[src/rtl/hazard_ctrl.sv]
// hazard_ctrl: stall, bubble and forwarding control for the 5-stage MIPS core.
// Shadows (wa, we, tnew) of the instructions in E/M/W and compares them with the
// Tuse of the operands of the instruction in ID.
// Optional feature: define HAZARD_MDU_EN to compile in mult/div busy tracking
// (md_* ports, busy counter, MDU stall term).
module hazard_ctrl #(
    parameter int RA_W        = 5,
    parameter int MULT_CYCLES = 5,
    parameter int DIV_CYCLES  = 10
) (
    input  logic            clk,
    input  logic            rst_n,
    input  logic [RA_W-1:0] rs_D,
    input  logic [RA_W-1:0] rt_D,
    input  logic            use_rs_D,
    input  logic            use_rt_D,
    input  logic [1:0]      tuse_rs_D,
    input  logic [1:0]      tuse_rt_D,
    input  logic [RA_W-1:0] wa_D,
    input  logic            we_D,
    input  logic [1:0]      tnew_D,
`ifdef HAZARD_MDU_EN
    input  logic            md_start_D,
    input  logic            md_div_D,
    input  logic            md_use_D,
`endif
    output logic            stall,
    output logic            flush_E,
    output logic [1:0]      fwd_rs,
    output logic [1:0]      fwd_rt
);

    logic [RA_W-1:0] wa_E, wa_M, wa_W;
    logic            we_E, we_M, we_W;
    logic [1:0]      tnew_E, tnew_M, tnew_W;
    logic            stall_rs, stall_rt, stall_md;

    // A stage matches a source only if it really writes that register; $0 never matches.
    function automatic logic match(input logic we, input logic [RA_W-1:0] wa,
                                   input logic [RA_W-1:0] r);
        return we && (wa == r) && (r != '0);
    endfunction

    // Nearest matching stage decides; if its result is not ready yet, select RF
    // (the stall logic holds ID until the value becomes forwardable).
    function automatic logic [1:0] sel(input logic m_e, input logic m_m, input logic m_w,
                                       input logic [1:0] t_e, input logic [1:0] t_m,
                                       input logic [1:0] t_w);
        if (m_e)      return (t_e == 2'd0) ? 2'd1 : 2'd0;
        else if (m_m) return (t_m == 2'd0) ? 2'd2 : 2'd0;
        else if (m_w) return (t_w == 2'd0) ? 2'd3 : 2'd0;
        else          return 2'd0;
    endfunction

    function automatic logic [1:0] dec_sat(input logic [1:0] t);
        return (t == 2'd0) ? 2'd0 : t - 2'd1;
    endfunction

    // Shadow pipeline: E takes the ID entry or a bubble, M/W age by one cycle.
    always_ff @(posedge clk or negedge rst_n) begin
        if (!rst_n) begin
            wa_E <= '0; we_E <= 1'b0; tnew_E <= 2'd0;
            wa_M <= '0; we_M <= 1'b0; tnew_M <= 2'd0;
            wa_W <= '0; we_W <= 1'b0; tnew_W <= 2'd0;
        end else begin
            if (stall) begin
                wa_E <= '0; we_E <= 1'b0; tnew_E <= 2'd0;
            end else begin
                wa_E <= wa_D; we_E <= we_D; tnew_E <= tnew_D;
            end
            wa_M <= wa_E; we_M <= we_E; tnew_M <= dec_sat(tnew_E);
            wa_W <= wa_M; we_W <= we_M; tnew_W <= dec_sat(tnew_M);
        end
    end

    // GPR data hazards: stall when a result in E/M arrives later than ID needs it.
    always_comb begin
        stall_rs = use_rs_D &&
                   ((match(we_E, wa_E, rs_D) && (tnew_E > tuse_rs_D)) ||
                    (match(we_M, wa_M, rs_D) && (tnew_M > tuse_rs_D)));
        stall_rt = use_rt_D &&
                   ((match(we_E, wa_E, rt_D) && (tnew_E > tuse_rt_D)) ||
                    (match(we_M, wa_M, rt_D) && (tnew_M > tuse_rt_D)));
        fwd_rs = sel(match(we_E, wa_E, rs_D), match(we_M, wa_M, rs_D),
                     match(we_W, wa_W, rs_D), tnew_E, tnew_M, tnew_W);
        fwd_rt = sel(match(we_E, wa_E, rt_D), match(we_M, wa_M, rt_D),
                     match(we_W, wa_W, rt_D), tnew_E, tnew_M, tnew_W);
    end

`ifdef HAZARD_MDU_EN
    localparam int MD_MAX = (MULT_CYCLES > DIV_CYCLES) ? MULT_CYCLES : DIV_CYCLES;
    localparam int CNT_W  = $clog2(MD_MAX + 1);

    logic             start_E, div_E;
    logic [CNT_W-1:0] busy_cnt;

    // Start flag travels with the instruction into E; the counter arms as it leaves E.
    always_ff @(posedge clk or negedge rst_n) begin
        if (!rst_n) begin
            start_E  <= 1'b0;
            div_E    <= 1'b0;
            busy_cnt <= '0;
        end else begin
            start_E <= stall ? 1'b0 : md_start_D;
            div_E   <= stall ? 1'b0 : md_div_D;
            if (start_E)
                busy_cnt <= div_E ? CNT_W'(DIV_CYCLES) : CNT_W'(MULT_CYCLES);
            else if (busy_cnt != '0)
                busy_cnt <= busy_cnt - 1'b1;
        end
    end

    // Any HI/LO or MDU access waits while an op is in E or still busy.
    always_comb stall_md = md_use_D && ((busy_cnt != '0) || start_E);
`else
    assign stall_md = 1'b0;
`endif

    assign stall   = stall_rs | stall_rt | stall_md;
    assign flush_E = stall;

endmodule
[config.mk]
export PLATFORM = sky130hd
export DESIGN_NAME = hazard_ctrl
export DESIGN_NICKNAME = d
export VERILOG_FILES = /design/src/rtl/hazard_ctrl.sv
export SDC_FILE = /design/constraint.sdc
export NUM_CORES = 1
export LEC_CHECK = 0
export ABC_CLOCK_PERIOD_IN_PS = 3050
export CORE_MARGIN = 1.5
export CORE_UTILIZATION = 49
export CTS_CLUSTER_DIAMETER = 120
export DETAILED_ROUTE_END_ITERATION = 8
export PLACE_DENSITY = 0.79
export SYNTH_ARGS = -nofsm -noshare
export SYNTH_HDL_FRONTEND = slang
export SYNTH_SLANG_ARGS = --single-unit
[constraint.sdc]
create_clock -name clk -period 3.05 [get_ports clk]
set_input_delay 0.61 -clock clk [delete_from_list [all_inputs] [get_ports clk]]
set_output_delay 0.61 -clock clk [all_outputs]
set_load 0.02 [all_outputs]
* Yosys cells after proc, flatten, opt, wreduce, memory -nomap -nowiden
Index checks and enable logic that the tools add are counted.
Storage, ports and cells: output and inout bits 6, register bits after elaboration 24
Operators by class: eq/ne operators 6, mux-type cells 14, $add $sub $neg 2, $lt $le $gt $ge 4, reduce and logical (&&, ||, !) cells 25, bitwise operators 1
Operator list (count):
- 5-bit equality test | 6
- 2-bit 2-to-1 mux | 11
- 1-bit logical AND | 18
- 5-bit nonzero test | 2
- 2-bit greater-than comparator | 4
- 2-bit zero test | 3
- 5-bit 2-to-1 mux | 1
- 2-bit by 1-bit subtractor with 2-bit output (second input constant) | 2
- 1-bit logical OR | 2
- 1-bit 2-to-1 mux | 2
- 1-bit OR | 1

* Longest topological paths before layout
word-level depth 8, depth in mapped cells 8, mapped depth without buffers 7

* Worst setup path before layout
Ideal clock, no wire load.
path kind input to output, from in rt_D[1], to out fwd_rt[0], required time 2.440 ns, stages 5, path slack 0.224 ns, arrival 2.216 ns, cells stage by stage or4_4 nor2_4 nor3_1 or4_4 mux2i_1
On the way: longest elaborated chain between the ends 6, elaborated cells between the ends (all ways) 13, those cells by class eq/ne (3); mux (3); reduce/logical (7)
RTL lines:
- start, declared | line 14 | input logic [RA_W-1:0] rt_D,
- 5-bit equality test | line 41 | return we && (wa == r) && (r != '0);
- 1-bit logical AND (2 in series) | line 41
- 2-bit 2-to-1 mux | line 51 | else if (m_w) return (t_w == 2'd0) ? 2'd3 : 2'd0;
- 2-bit 2-to-1 mux | line 50 | else if (m_m) return (t_m == 2'd0) ? 2'd2 : 2'd0;
- 2-bit 2-to-1 mux * | line 49 | if (m_e) return (t_e == 2'd0) ? 2'd1 : 2'd0;
- end, declared | line 30 | output logic [1:0] fwd_rt
Every way passes the cells marked *; elsewhere a longest branch is shown, timed or not.

* Final worst setup path
from in rt_D[2], to out fwd_rt[1]
The elaborated chain is that of the path after synthesis.

==> results.json <==
{
  "min_period_over_period_pct": 98.5,
  "worstPathArrival_ns": 2.39,
  "worst_ep_required_time_ns": 2.44,
  "slew_headroom_pct": 72.3,
  "grt.total_usage_pct": 22.6,
  "netlist_instances": 128,
  "grt_use_met3_pct": 3.95,
  "synth_top_area_cell": "dfrtp_1",
  "cp_max_fo": 2,
  "worst_pin_slew_ns": 0.412,
  "timing.fmax_ghz": 0.333,
  "initial_core_util_pct": 50.7,
  "grt_pass1_wl_um": 5460,
  "ctsLongestPathBuffers": 2,
  "vias_per_cell": 5.32,
  "dp_slack_ns": -0.610,
  "fin_ws_ns": 0.0471,
  "synth.most_common_cell": "xnor2_1",
  "holdBufCountCts": 0,
  "p_total_uw": 700,
  "clock_sinks": 24,
  "drt_first_pass_iters": 4,
  "yosysTopAreaCellShare_pct": 43.7,
  "vias": 1128,
  "status": "completed",
  "p_per_area_mw_per_mm2": 355,
  "leakage_nw": 0.818,
  "die_w_um": 56.0,
  "cts_tree": "built",
  "grt_pass1_vias": 1179,
  "dp_cells": 208,
  "finClkSkew_ns": 0.00825,
  "peakVddDrop_uv": 324,
  "synth_cell_type_count": 20,
  "final_nets": 216,
  "synth_edf_count": 0,
  "diodes": 0,
  "syn_area_per_cell_um2": 10.7,
  "hpwl_um": 2540,
  "ant_nets": 0,
  "finalNonFillerCells": 212,
  "grt.busiest_layer": "met2",
  "criticalPathCategory": "primary input to output pin",
  "areaGrowthSynthToFinish_pct": 43.2,
  "multi_input_area_um2": 826,
  "die_h_um": 56.0,
  "die_area_mm2": 0.00313,
  "period_minus_slack_ns": 3.00,
  "max_cap_viol_count": 0,
  "antenna_found_initial": 0,
  "clkLatencyLatePin_ns": 0.32,
  "ys_seq_elements": 24,
  "fillCellCount": 203,
  "grt-ovfl-total": 0,
  "yosys-top-cells-count": "xnor2_1 (30), dfrtp_1 (24), nand2_1 (12), and2_1 (10), ha_1 (8)",
  "drc": 0,
  "io_buffer_count": 31,
  "layout-drive-gt1-share_pct": 26.5,
  "drt_iter0_drc": 29,
  "finalHoldViolations": 0,
  "cts_buffers": 3,
  "synthArstFlopShare_pct": 100,
  "end_kind": "output pin",
  "wl_um": 3370,
  "num_rows": 19,
  "synth_flop_cell": "dfrtp_1",
  "detail_route.wl_per_cell_um": 15.9,
  "grt_max_degree": 25,
  "core_area_mm2": 0.00271,
  "slew_violations": 0,
  "synth_area_leaders": "dfrtp_1 (44%), xnor2_1 (19%), ha_1 (7.3%)",
  "regArea_um2": 601,
  "grt_use_met2_pct": 38.8,
  "synth_nets": 162,
  "clkTransAtPathRegs_ns": 0.13,
  "ioPinCount": 32,
  "hold_class": "flop to flop",
  "met1_usage_pct": 29.3,
  "yosysWarnings": 0,
  "place.gp.congestion": 0.954,
  "syn_area_mm2": 0.00138,
  "startpoint_type": "primary input",
  "cts_root_buf": "clkbuf_4",
  "h-tree-depth": 1,
  "yosysSeqAreaShare_pct": 43.7,
  "post_cts_buffers": 0,
  "finalSetupViolations": 0
}
[cell usage in the layout, fill, tap and decap left out, drive strengths merged, types with 2 or more instances in the layout]
cell           synthesis  routed
xnor2                 30      30
buf                    1      25
dfrtp                 24      24
clkdlybuf4s50          0      15
nand2                 12      12
and2                  10      10
ha                     8       8
nor2b                  6       6
nand4                  6       6
dlygate4sd2            0       5
nor4                   5       5
inv                    5       5
or4                    4       4
o211ai                 4       4
clkbuf                 0       4
nor3                   4       4
clkdlybuf4s15          0       3
nor2                   3       3
mux2i                  2       2
a21oi                  2       2
dlymetal6s2s           0       2
[report_power, final]
part / total (mW) / switching [mW] / internal, mW / leakage (nW)
Clock: 0.173 / 0.0998 / 0.0731 / 0.0210
Combinational: 0.170 / 0.0747 / 0.0955 / 0.511
Sequential: 0.357 / 0.0202 / 0.336 / 0.286
[area by class of cell]
type	instances	share of cell area [%]
sequential	24	30.5
inverter	5	0.953
tap	31	1.97
multi-input combinational	98	41.9
clock buffer	4	1.84
timing repair buffer	50	22.8
[worst max-delay path, cell delays in order]
cell,delay (ns)
clkdlybuf4s15_1,0.20
or4_4,0.53
nor2_4,0.15
nor3_4,0.06
or4_4,0.53
a21oi_1,0.15
buf_4,0.16
[sequential cells by signal, indices dropped and copies added, names as in the netlist]
signal  flops
wa_W        5
we_M        1
tnew_W      2
wa_M        5
wa_E        5
we_W        1
tnew_M      2
tnew_E      2
we_E        1
[layer usage]
| metal | vias to the layer above | share of wire (%) | wire length [µm] |
|---|---|---|---|
| met5 | - | 0 | 0 |
| li1 | 545 | - | - |
| met4 | 0 | 2.0 | 68 |
| met1 | 548 | 43 | 1460 |
| met2 | 27 | 51 | 1720 |
| met3 | 8 | 3.7 | 124 |
[final timing paths]
path / depth (start not counted) / endpoint / from / slack [ns]
max: 7 / fwd_rt[1] / rt_D[2] / 0.05
min: 0 / we_W / we_M / 0.43
max reg2reg: 7 / we_E / tnew_E[1] / 1.10
min reg2reg: 0 / we_W / we_M / 0.43
max in group asynchronous: 2 / tnew_W[1] / rst_n / 2.18
min in group asynchronous: 2 / wa_E[4] / rst_n / 0.62
[stage by stage]
stage | cell area (µm²) | util [%] | TNS [ns] | hold slack [ns]
final | 1970 | 72.7 | 0 | 0.431
after floorplan | 1380 | - | 0 | 0.314
after CTS | 1870 | 69.0 | 0 | 0.430
after global routing | 1970 | 72.7 | -0.0439 | 0.449
after detailed placement | 1860 | 68.6 | -3.31 | 0.400
after global placement | 1860 | 68.6 | -3.11 | 0.394
[cells by family after synthesis]
logic type                 Yosys count  synth area share, %
AOI/OAI and AO/OA                    6                 2.91
xor gates and xnor gates            30                 19.1
adders and majority gates            8                 7.28
buffers and inverters                6                 1.91
DFF                                 24                 43.7
muxes                                2                 1.46
and+or+nand+nor                     52                 23.7
[repair_timing]
item                                    in CTS  in global routing
resized for setup                           36                 22
pin swaps                                    5                 18
endpoints found under the setup margin       6                  6
(Power assumes the default switching activity.)
